<file path="src/rtl/weight_row_loader.sv">
// weight_row_loader
//   Streams one layer-2 weight row from an external valid/ready source into
//   the weight-2 row SRAM. It fills one row per request, counts rows modulo
//   NUM_ROWS, and flags requests that arrive while a row is still filling.
//
// Parameters
//   ROW_LEN   weight words per row (2..16)
//   NUM_ROWS  rows per full weight-2 pass (2..16)
//
// Ports
//   clk                  rising-edge clock for all state
//   reset                synchronous, active-high
//   weight2_loadNextRow  single-cycle request for the next row
//   ext_valid/ext_data   external weight word (signed Q-format, passed through)
//   ext_ready            word on ext_data is accepted this cycle
//   wr_en/wr_addr/wr_data  row SRAM write port, one cycle after each transfer
//   row_idx              index of the next row to load
//   row_done             one-cycle pulse, coincident with the last write
//   busy                 loader is not idle
//   req_err              sticky: a request arrived while filling
module weight_row_loader #(
  parameter int ROW_LEN  = 16,
  parameter int NUM_ROWS = 16
) (
  input  logic               clk,
  input  logic               reset,
  input  logic               weight2_loadNextRow,
  input  logic               ext_valid,
  input  logic signed [15:0] ext_data,
  output logic               ext_ready,
  output logic               wr_en,
  output logic [3:0]         wr_addr,
  output logic signed [15:0] wr_data,
  output logic [3:0]         row_idx,
  output logic               row_done,
  output logic               busy,
  output logic               req_err
);

  typedef enum logic [1:0] {
    IDLE = 2'd0,
    FILL = 2'd1,
    DONE = 2'd2
  } state_t;

  localparam logic [3:0] LAST_COL = 4'(ROW_LEN - 1);
  localparam logic [3:0] LAST_ROW = 4'(NUM_ROWS - 1);

  state_t     state;
  state_t     state_next;
  logic [3:0] col;
  logic       xfer_p0;
  logic       last_p0;

  // Stage 0: handshake and next-state decode
  always_comb begin
    state_next = state;
    ext_ready  = 1'b0;
    case (state)
      IDLE: begin
        if (weight2_loadNextRow) state_next = FILL;
      end
      FILL: begin
        ext_ready = 1'b1;
        if (ext_valid && (col == LAST_COL)) state_next = DONE;
      end
      DONE: begin
        // A request landing on the DONE cycle chains straight into the next row.
        state_next = weight2_loadNextRow ? FILL : IDLE;
      end
      default: state_next = IDLE;
    endcase
  end

  assign xfer_p0 = ext_ready & ext_valid;
  assign last_p0 = xfer_p0 & (col == LAST_COL);
  assign busy    = (state != IDLE);

  always_ff @(posedge clk) begin
    if (reset) begin
      state <= IDLE;
    end else begin
      state <= state_next;
    end
  end

  // Stage 1: registered SRAM write, row bookkeeping and error flag
  always_ff @(posedge clk) begin
    if (reset) begin
      col      <= 4'd0;
      row_idx  <= 4'd0;
      wr_en    <= 1'b0;
      wr_addr  <= 4'd0;
      wr_data  <= 16'sd0;
      row_done <= 1'b0;
      req_err  <= 1'b0;
    end else begin
      wr_en    <= xfer_p0;
      // The final write and row_done share a cycle because both come from
      // the same transfer, registered once.
      row_done <= last_p0;
      if (xfer_p0) begin
        wr_addr <= col;
        wr_data <= ext_data;
        col     <= last_p0 ? 4'd0 : col + 4'd1;
      end
      if (last_p0) begin
        row_idx <= (row_idx == LAST_ROW) ? 4'd0 : row_idx + 4'd1;
      end
      if ((state == FILL) && weight2_loadNextRow) begin
        req_err <= 1'b1;
      end
    end
  end

endmodule
</file>
<file path="config.mk">
export PLATFORM = sky130hd
export DESIGN_NAME = weight_row_loader
export DESIGN_NICKNAME = d
export VERILOG_FILES = /design/src/rtl/weight_row_loader.sv
export SDC_FILE = /design/constraint.sdc
export NUM_CORES = 1
export LEC_CHECK = 0
export ABC_AREA = 0
export BUFFER_PORTS_ARGS = -buffer_cell sky130_fd_sc_hd__buf_2
export CORE_ASPECT_RATIO = 1.75
export CORE_MARGIN = 2
export CORE_UTILIZATION = 45
export CTS_BUF_LIST = sky130_fd_sc_hd__clkbuf_4 sky130_fd_sc_hd__clkbuf_8
export CTS_CLUSTER_DIAMETER = 40
export DETAILED_ROUTE_END_ITERATION = 7
export GPL_TIMING_DRIVEN = 1
export PLACE_DENSITY_LB_ADDON = 0.12
export RECOVER_POWER = 25
export SLEW_MARGIN = 20
export SYNTH_ARGS = -nofsm -noshare
export SYNTH_HDL_FRONTEND = slang
export SYNTH_SLANG_ARGS = --single-unit
export TNS_END_PERCENT = 5
</file>
<file path="constraint.sdc">
create_clock -name clk -period 1.3 [get_ports clk]
set_clock_uncertainty 0.15 [all_clocks]
set_input_delay 0.13 -clock clk [delete_from_list [all_inputs] [get_ports clk]]
set_output_delay 0.13 -clock clk [all_outputs]
set_load 0.005 [all_outputs]
</file>
==> impl_metrics.json <==
{
  "h-tree-depth": 2,
  "syn_nets": 173,
  "yosysMostFrequentCell": "nand2_1",
  "hold_depth": 2,
  "fp-row-count": 25,
  "status": "complete, but fails checks",
  "antenna_found_initial": 0,
  "violations": "setup timing",
  "ant_nets": 0,
  "ys_warn_count": 0,
  "vias_per_cell": 5.054,
  "worst_pin_slew_ns": 0.2582,
  "cts_buffer_depth": 2,
  "crit_arrival_ns": 1.44,
  "fp.dieArea_um2": 3265,
  "cts_tree": "yes",
  "ios": 49,
  "cts_root_buf": "clkbuf_8",
  "routedWlPerCell_um": 12.90,
  "synth_top_cell_by_area": "dfxtp_1",
  "setup_viol_count_final": 6,
  "setup_tns_ns": -0.2335,
  "post_cts_buffers": 0,
  "ys_seq_area_share_pct": 52.28,
  "pwr-share-comb_pct": 11.5,
  "insertedDiodeCount": 0,
  "met2_usage_pct": 42.48,
  "worstPathRequired_ns": 1.36,
  "ys_seq_elements": 33,
  "dp_hpwl_mm": 2.301,
  "syn_area_per_cell_um2": 8.369,
  "clock_latency_ns": 0.28,
  "finalCriticalPeriod_ns": 1.374,
  "synthArstFlopShare_pct": 0,
  "cts_sinks": 33,
  "routed_wl_mm": 3.316,
  "p_total_mw": 2.028,
  "max-slew-margin-rel_pct": 82.67,
  "hold_path_class": "in -> reg",
  "gp_congestion": 0.7731,
  "finalInstanceArea_um2": 1942,
  "leakage_nw": 0.8417,
  "finalCritPeriodShare_pct": 105.7,
  "worst-r2r-setup-slack_ns": -0.07,
  "r2r_cells": 4,
  "fin_util_pct": 72.19,
  "ys_top_cells_by_count": "44 x nand2_1, 33 x dfxtp_1, 26 x a21oi_1, 5 x buf_4",
  "busiest_layer": "met2",
  "dr.pass1.iters": 4,
  "numCtsBuffers": 5,
  "layout.nets": 251,
  "setup_ws_ns": -0.07374,
  "vias": 1299,
  "start_util_pct": 46.98,
  "grt_util_met1_pct": 21.28,
  "worstSetupPathType": "reg -> reg",
  "hold_path_startpoint": "reset",
  "intPower_mw": 1.553,
  "synth_cell_types": 28,
  "yosys.area.top_type_share_pct": 52.28,
  "vdd.ir_drop.worst_mv": 0.9996,
  "core_um2": 2690,
  "grt_max_degree": 23,
  "pwr-share-clk_pct": 36.6,
  "port_buffers": 48,
  "synth_edf_count": 0,
  "synthFlopType": "dfxtp_1",
  "ys_top_cells_by_area": "dfxtp_1 52%, nand2_1 13%, a21oi_1 10%, buf_4 3.0%, ha_1 2.0%",
  "power_density_nw_per_um2": 1044,
  "overflow": 0,
  "path_clk_slew_ns": 0.06,
  "layout-drive-gt1-share_pct": 37.39,
  "seqPwrFrac_pct": 51.9,
  "drc": 0,
  "slew_violations": 0,
  "hold_violations": 0,
  "grt_pass1_vias": 1295,
  "netlist_instances": 151,
  "maxCapViolCount": 0,
  "met3_usage_pct": 5.340,
  "synth_area_um2": 1264,
  "grt_usage_pct": 22.41,
  "fmax_ghz": 0.7279,
  "r2r-start": "state[1]",
  "die_h_um": 74.10,
  "end_kind": "flip-flop",
  "rr_endpoint": "col[2]",
  "drt_iter0_drc": 35,
  "crit_fanout": 4,
  "grt_pass1_wl_mm": 5.402,
  "die_x_um": 44.06,
  "area_growth_pct": 53.66,
  "dpl_cell_area_um2": 1642,
  "min_to": "row_idx[0]",
  "p_sw_mw": 0.4745,
  "rsz0062_at_grt": "yes",
  "startpoint_type": "flip-flop",
  "p_sw_share_pct": 23.40
}
## worst max-delay path by stage
| stage | depth (start not counted) | to | startpoint |
|---|---|---|---|
| floorplan | 4 | row_idx[3] | col[1] |
| global placement | 4 | col[2] | state[1] |
| detailed placement | 4 | col[2] | state[1] |
| CTS | 4 | col[2] | state[1] |
| global route | 4 | col[2] | state[1] |
| finish | 4 | col[2] | state[1] |
## power by group through the flow
stage	registers [mW]	logic (mW)	clock network [mW]
after floorplan	1.08	0.0934	0
after global placement	1.07	0.174	0
after detailed placement	1.07	0.179	0
after CTS	1.05	0.224	0.761
after global routing	1.06	0.257	0.800
final	1.05	0.233	0.742
## cell type report
class / instances / area [um^2]
well taps: 27 / 33.78
inverters: 4 / 15.01
repair buffers: 81 / 549.3
multi-input cells: 104 / 579.3
fillers: 211 / 748.2
clock buffers: 6 / 76.32
flip-flops and latches: 33 / 678.2
clock inverters: 2 / 10.01
## stage by stage
stage / std cells / worst slack, ns / hold slack (ns)
after global routing: 257 / -0.1390 / 0.07540
after CTS: 257 / -0.07566 / 0.04844
after detailed placement: 232 / -0.05090 / 0.2266
final: 257 / -0.07374 / 0.05322
after floorplan: 151 / -0.02066 / 0.1160
after global placement: 232 / -0.01352 / 0.2211
## layout by cell type (no fill, tap or decap), types with 2 or more instances in the layout
cell type      count
nand3_1            3
nand2_1           42
nor3_1             4
inv_1              4
buf_6              3
buf_4             13
o21ai_1            2
a21oi_1           26
dfxtp_1           27
o21ai_0            2
a311oi_1           2
clkbuf_8           5
clkinv_2           2
dlygate4sd3_1     17
dfxtp_4            4
nor2_1             4
nand2_2            2
dfxtp_2            2
ha_4               2
clkbuf_1           2
buf_2             45
## worst max-delay path, stage by stage (launching register included)
cell	delay (ns)
dfxtp_2	0.33
nand3b_1	0.22
buf_4	0.19
or3_1	0.30
a21oi_1	0.12
## metal layers
layer  share of wire (%)  routed length (um)
met1                  40                1313
met2                  54                1799
met3                 3.9                 129
met4                 2.2                  74
met5                   0                   0
## state kept, by name (all words and copies together) (netlist names)
signal    count
col           4
req_err       1
row_done      1
state         2
wr_en         1
wr_addr       4
row_idx       4
wr_data      16
## repair_timing
| item | CTS | global route |
|---|---|---|
| endpoints found under the setup margin | 30 | 31 |
| hold buffers | 17 | 0 |
| gates resized for setup | 6 | 10 |
| pin swaps | 2 | 2 |
| hold endpoints to repair | 18 | 0 |
## cells by family (layout without fill, tap and decap cells)
group / Yosys count / in the layout / share of synthesized area (%)
buffers and inverters: 14 / 93 / 6.237
xor gates and xnor gates: 1 / 1 / 0.6932
AOI/OAI and AO/OA: 38 / 38 / 17.23
adders and majority gates: 2 / 2 / 1.980
and+or+nand+nor: 63 / 63 / 21.59
DFF: 33 / 33 / 52.28
Power figures use the tool's default switching activity.
